--- src/rtl/video_sprite_overlay.sv ---
// Composites a solid SPRITE_W x SPRITE_H rectangle onto a pixel stream with one cycle latency.
// Build option OVERLAY_OUTLINE_EN draws only the rectangle's one-pixel border.
module video_sprite_overlay #(
    parameter int unsigned SPRITE_W     = 16,
    parameter int unsigned SPRITE_H     = 16,
    parameter logic [23:0] SPRITE_COLOR = 24'hFF8000
) (
    input  logic        pixel_clock,
    input  logic        reset_n,
    input  logic [23:0] in_rgb,
    input  logic        in_enable,
    input  logic        in_vsync,
    input  logic        in_hsync,
    input  logic [10:0] pos_x,
    input  logic [10:0] pos_y,
    input  logic        pos_valid,
    output logic        pos_ready,
    output logic [23:0] out_rgb,
    output logic        out_enable,
    output logic        out_vsync,
    output logic        out_hsync
);

    localparam logic [10:0] CMAX = 11'd2047;
    localparam logic [11:0] W12  = 12'(SPRITE_W);
    localparam logic [11:0] H12  = 12'(SPRITE_H);

    logic [10:0] r_cx, r_cy;
    logic [10:0] r_act_x, r_act_y;
    logic [10:0] r_pend_x, r_pend_y;
    logic        r_pend_full, r_pos_ready;
    logic [23:0] r_out_rgb;
    logic        r_out_enable, r_out_vsync, r_out_hsync;

    logic        w_fall, w_xfer, w_apply;
    logic [11:0] w_cx, w_cy, w_ax, w_ay, w_xe, w_ye;
    logic        w_in_x, w_in_y, w_hit;

    // The delayed enable doubles as the previous-cycle enable for edge detection.
    assign w_fall  = r_out_enable & ~in_enable;
    assign w_xfer  = pos_valid & r_pos_ready;
    assign w_apply = in_vsync & r_pend_full;

    always_ff @(posedge pixel_clock) begin
        if (!reset_n) begin
            r_cx <= '0;
            r_cy <= '0;
        end else begin
            if (in_enable) begin
                if (r_cx != CMAX) r_cx <= r_cx + 11'd1;
            end else if (w_fall) begin
                r_cx <= '0;
            end
            if (in_vsync)
                r_cy <= '0;
            else if (w_fall && r_cy != CMAX)
                r_cy <= r_cy + 11'd1;
        end
    end

    // Pending slot holds one request; it only reaches the active position on vsync,
    // so a frame is always drawn with a single placement.
    always_ff @(posedge pixel_clock) begin
        if (!reset_n) begin
            r_act_x     <= '0;
            r_act_y     <= '0;
            r_pend_x    <= '0;
            r_pend_y    <= '0;
            r_pend_full <= 1'b0;
            r_pos_ready <= 1'b1;
        end else if (w_apply) begin
            r_act_x     <= r_pend_x;
            r_act_y     <= r_pend_y;
            r_pend_full <= 1'b0;
            r_pos_ready <= 1'b1;
        end else if (w_xfer) begin
            r_pend_x    <= pos_x;
            r_pend_y    <= pos_y;
            r_pend_full <= 1'b1;
            r_pos_ready <= 1'b0;
        end
    end

    // 12-bit bounds so a sprite placed near 2047 cannot wrap onto column/row 0.
    assign w_cx   = {1'b0, r_cx};
    assign w_cy   = {1'b0, r_cy};
    assign w_ax   = {1'b0, r_act_x};
    assign w_ay   = {1'b0, r_act_y};
    assign w_xe   = w_ax + W12;
    assign w_ye   = w_ay + H12;
    assign w_in_x = (w_cx >= w_ax) && (w_cx < w_xe);
    assign w_in_y = (w_cy >= w_ay) && (w_cy < w_ye);

`ifdef OVERLAY_OUTLINE_EN
    logic w_edge;
    assign w_edge = (w_cx == w_ax) || (w_cx == w_xe - 12'd1) ||
                    (w_cy == w_ay) || (w_cy == w_ye - 12'd1);
    assign w_hit  = in_enable && w_in_x && w_in_y && w_edge;
`else
    assign w_hit  = in_enable && w_in_x && w_in_y;
`endif

    always_ff @(posedge pixel_clock) begin
        if (!reset_n) begin
            r_out_rgb    <= '0;
            r_out_enable <= 1'b0;
            r_out_vsync  <= 1'b0;
            r_out_hsync  <= 1'b0;
        end else begin
            r_out_rgb    <= w_hit ? SPRITE_COLOR : in_rgb;
            r_out_enable <= in_enable;
            r_out_vsync  <= in_vsync;
            r_out_hsync  <= in_hsync;
        end
    end

    assign pos_ready  = r_pos_ready;
    assign out_rgb    = r_out_rgb;
    assign out_enable = r_out_enable;
    assign out_vsync  = r_out_vsync;
    assign out_hsync  = r_out_hsync;

endmodule

--- config.mk ---
export PLATFORM = sky130hd
export DESIGN_NAME = video_sprite_overlay
export DESIGN_NICKNAME = d
export VERILOG_FILES = /design/src/rtl/video_sprite_overlay.sv
export SDC_FILE = /design/constraint.sdc
export NUM_CORES = 1
export LEC_CHECK = 0
export BUFFER_PORTS_ARGS = -buffer_cell sky130_fd_sc_hd__buf_4
export CORE_MARGIN = 4
export CORE_UTILIZATION = 56
export DETAILED_ROUTE_END_ITERATION = 8
export PLACE_DENSITY = 0.81
export SYNTH_ARGS = -nofsm -noshare
export SYNTH_HDL_FRONTEND = slang
export SYNTH_SLANG_ARGS = --single-unit
--- constraint.sdc ---
create_clock -name pixel_clock -period 3.1 [get_ports pixel_clock]
set_clock_uncertainty 0.05 [all_clocks]
set_input_delay 0.62 -clock pixel_clock [delete_from_list [all_inputs] [get_ports pixel_clock]]
set_output_delay 0.62 -clock pixel_clock [all_outputs]
set_load 0.05 [all_outputs]
==> impl_metrics.yaml <==
outcome:
  status: "complete, no violations"
setup_path:
  slowest_stage: "dfxtp_1"
  rrSetupSlack_ns: 0.45
  r2r_start: "r_act_y[6]"
  worstReg2RegEnd: "out_rgb[3]"
  arrival_ns: 2.85
  critPathBufInv: 2
  crit_fanout: 15
  path_delay_family: "simple AND/OR/NAND/NOR gates"
  cp.required_ns: 3.30
  worstSetupPathType: "flop to flop"
  crit_chain: "inv_1, nor3_1, nand3_1, xnor2_1, ha_1, a21o_1, a21oi_1, o221ai_1, nor3_2, and2_1, buf_4, a21oi_1"
  max_stage_delay_ns: 0.44
  cpMostUsedCell: "a21oi_1"
  cp-start-kind: "flop"
  ff2ff_path_depth: 12
  end_kind: "flop"
logic_synthesis:
  synth_edf_count: 0
  synthTopCellsByArea: "dfxtp_1 (40%), ha_1 (11%), nand2_1 (11%)"
  ys_seq_elements: 95
  async_flop_share_pct: 0
  synthTopCellsByCount: "nand2_1 (133), dfxtp_1 (95), a21boi_0 (46)"
  netlist.area_leader.share_pct: 40.30
  synth_nets: 647
  yosysWarnings: 0
  synth_cell_types: 50
  ys.flop_type: "dfxtp_1"
  synth_cells: 555
  synth_seq_area_share_pct: 40.30
  yosys.area.top_type: "dfxtp_1"
  syn_area_per_cell_um2: 8.504
  synth_most_common_cell: "nand2_1"
  syn_area_mm2: 0.004720
routing:
  drc: 0
  drt_iter0_markers: 156
  first_pass_iters: 4
  postRouteAntennaNets: 0
  wl_per_cell_um: 14.14
  via_per_inst: 5.376
  vias: 3962
  wl_mm: 10.42
cts:
  cts_buffer_depth: 2
  cts_resized: 0
  cts_setup_buffers: 0
  clock_latency_ns: 0.36
  htreeDepth: 3
  clock-sinks: 95
  cts_root_buf: "clkbuf_8"
  cts_hold_buffers: 0
  cts_tree: "done"
  cts.clk_slew.worst_paths_ns: 0.09
  cts_inserted_buffers: 9
power:
  ir_drop_v: 0.0002581
  leakagePower_nw: 2.340
  powerDensity_mw_per_mm2: 442.5
run:
  cap_violations: 0
grt:
  grt_max_degree: 46
  grt_overflow_total: 0
  grt_use_total_pct: 21.71
  grt_pass1_wl_mm: 17.46
  grt_pass1_vias: 3817
  antenna_found_initial: 0
sta:
  max_slew.worst_pin.slew_ns: 0.7866
  hold_viol: 0
  tns_ns: 0
  maxSlewViolCount: 0
  rsz0062_at_grt: "false"
  period_minus_slack_ns: 2.645
  finalWorstSetupSlack_ns: 0.4550
  max_slew_margin_pct: 47.41
  setup_viol_count_final: 0
  fmax_mhz: 378.1
  finalCritPeriodShare_pct: 85.32
cells_and_area:
  final_nets: 719
  finalInstanceArea_mm2: 0.005553
  layout-drive-gt1-share_pct: 19.94
  n_antenna_cell: 0
  syn_to_final_growth_pct: 17.66
hold_path:
  hold_path.class: "input port to flop"
  min_to: "out_rgb[22]"
  hold_depth: 3
  hold_start: "in_rgb[22]"
die:
  core_area_mm2: 0.008217
  initial_utilization_pct: 57.44
  rows: 33
  dieArea_mm2: 0.009960
  io-pin-count: 80
  dieWidth_um: 99.80
  die_h_um: 99.80
place:
  place_ws_ns: 0.4684
  dp_hpwl_mm: 8.099
  place_congestion: 0.9156
  numPortBuffers: 79
  dpl_cell_area_mm2: 0.005371
-- metal layers --
| layer | track usage, % | wire, µm | vias up |
|---|---|---|---|
| li1 | - | - | 2037 |
| met1 | 27.03 | 4617 | 1849 |
| met2 | 37.40 | 5282 | 65 |
| met3 | 3.753 | 382 | 11 |
| met4 | 8.403 | 142 | 0 |
| met5 | 0 | 0 | - |
-- report_power, final --
group          leakage (nW)  internal (W)  switching, W
clock                0.0926      0.000316      0.000442
sequential            0.776       0.00128     0.0000271
combinational          1.47      0.000144      0.000252
-- worst max path at each step --
| stage | startpoint | to | slack (ns) | cells after the start |
|---|---|---|---|---|
| floorplan | r_act_y[6] | out_rgb[10] | 0.71 | 13 |
| global placement | r_act_y[6] | out_rgb[1] | 0.59 | 12 |
| detailed placement | r_act_y[6] | out_rgb[0] | 0.47 | 12 |
| CTS | r_act_y[6] | out_rgb[0] | 0.47 | 12 |
| global route | r_act_y[6] | out_rgb[1] | 0.21 | 12 |
| finish | r_act_y[6] | out_rgb[3] | 0.45 | 12 |
-- registers in the layout, summed over array words and instances, names as in the netlist --
| register | count |
|---|---|
| r_act_y | 11 |
| r_pend_full | 1 |
| out_vsync | 1 |
| pos_ready | 1 |
| out_enable | 1 |
| out_rgb | 24 |
| out_hsync | 1 |
| r_pend_x | 11 |
| r_pend_y | 11 |
| r_act_x | 11 |
| r_cx | 11 |
| r_cy | 11 |
-- logic make-up (layout without fill, tap and decap cells) --
logic type	after synthesis	after routing	share of synthesized area, %
XOR/XNOR	23	23	4.268
multiplexers	2	2	0.4242
AND/OR/NAND/NOR	236	236	23.20
AO/OA/AOI/OAI	109	109	16.60
adder cells (fa/ha/maj)	40	40	10.60
flip-flops	95	95	40.30
buffers and inverters	50	127	4.613
-- layout by cell type, fill, tap and decap left out, types with 8 or more instances in the layout --
cell / instances
a21oi_2: 10
ha_1: 40
nor2_1: 27
nand3_1: 23
o21ai_0: 10
clkbuf_8: 10
nor3_1: 8
and3_1: 8
xnor2_1: 17
a21oi_1: 18
nand2_1: 133
inv_1: 22
buf_4: 85
a21boi_0: 46
dfxtp_1: 95
and2_1: 8
-- worst reg2reg max path: stages (launching register included) --
cell and delay (ns):
dfxtp_1 0.44, inv_1 0.09, nor3_1 0.24, nand3_1 0.13, xnor2_1 0.15, ha_1 0.31
a21o_1 0.17, a21oi_1 0.15, o221ai_1 0.16, nor3_2 0.17, and2_1 0.15, buf_4 0.23
a21oi_1 0.10
-- metrics by stage --
| stage | std cells | hold WS [ns] | power, W | util [%] |
|---|---|---|---|---|
| after floorplan | 555 | 0.3912 | 0.001589 | - |
| after global placement | 721 | 0.4024 | 0.001719 | 65.37 |
| after detailed placement | 721 | 0.4063 | 0.001730 | 65.37 |
| after CTS | 737 | 0.3771 | 0.002472 | 67.58 |
| after global routing | 737 | 0.3826 | 0.002554 | 67.58 |
| final | 737 | 0.3923 | 0.002457 | 67.58 |
-- area by class of cell --
| cell class | count | area [µm²] |
|---|---|---|
| Timing Repair Buffer | 85 | 638.1 |
| Clock inverter | 6 | 43.79 |
| Fill cell | 684 | 2664 |
| Sequential cell | 95 | 1902 |
| Tap cell | 105 | 131.4 |
| Inverter | 26 | 100.1 |
| Clock buffer | 10 | 137.6 |
| Multi-Input combinational cell | 410 | 2600 |
Note: power is estimated with default switching activity, not from simulation.
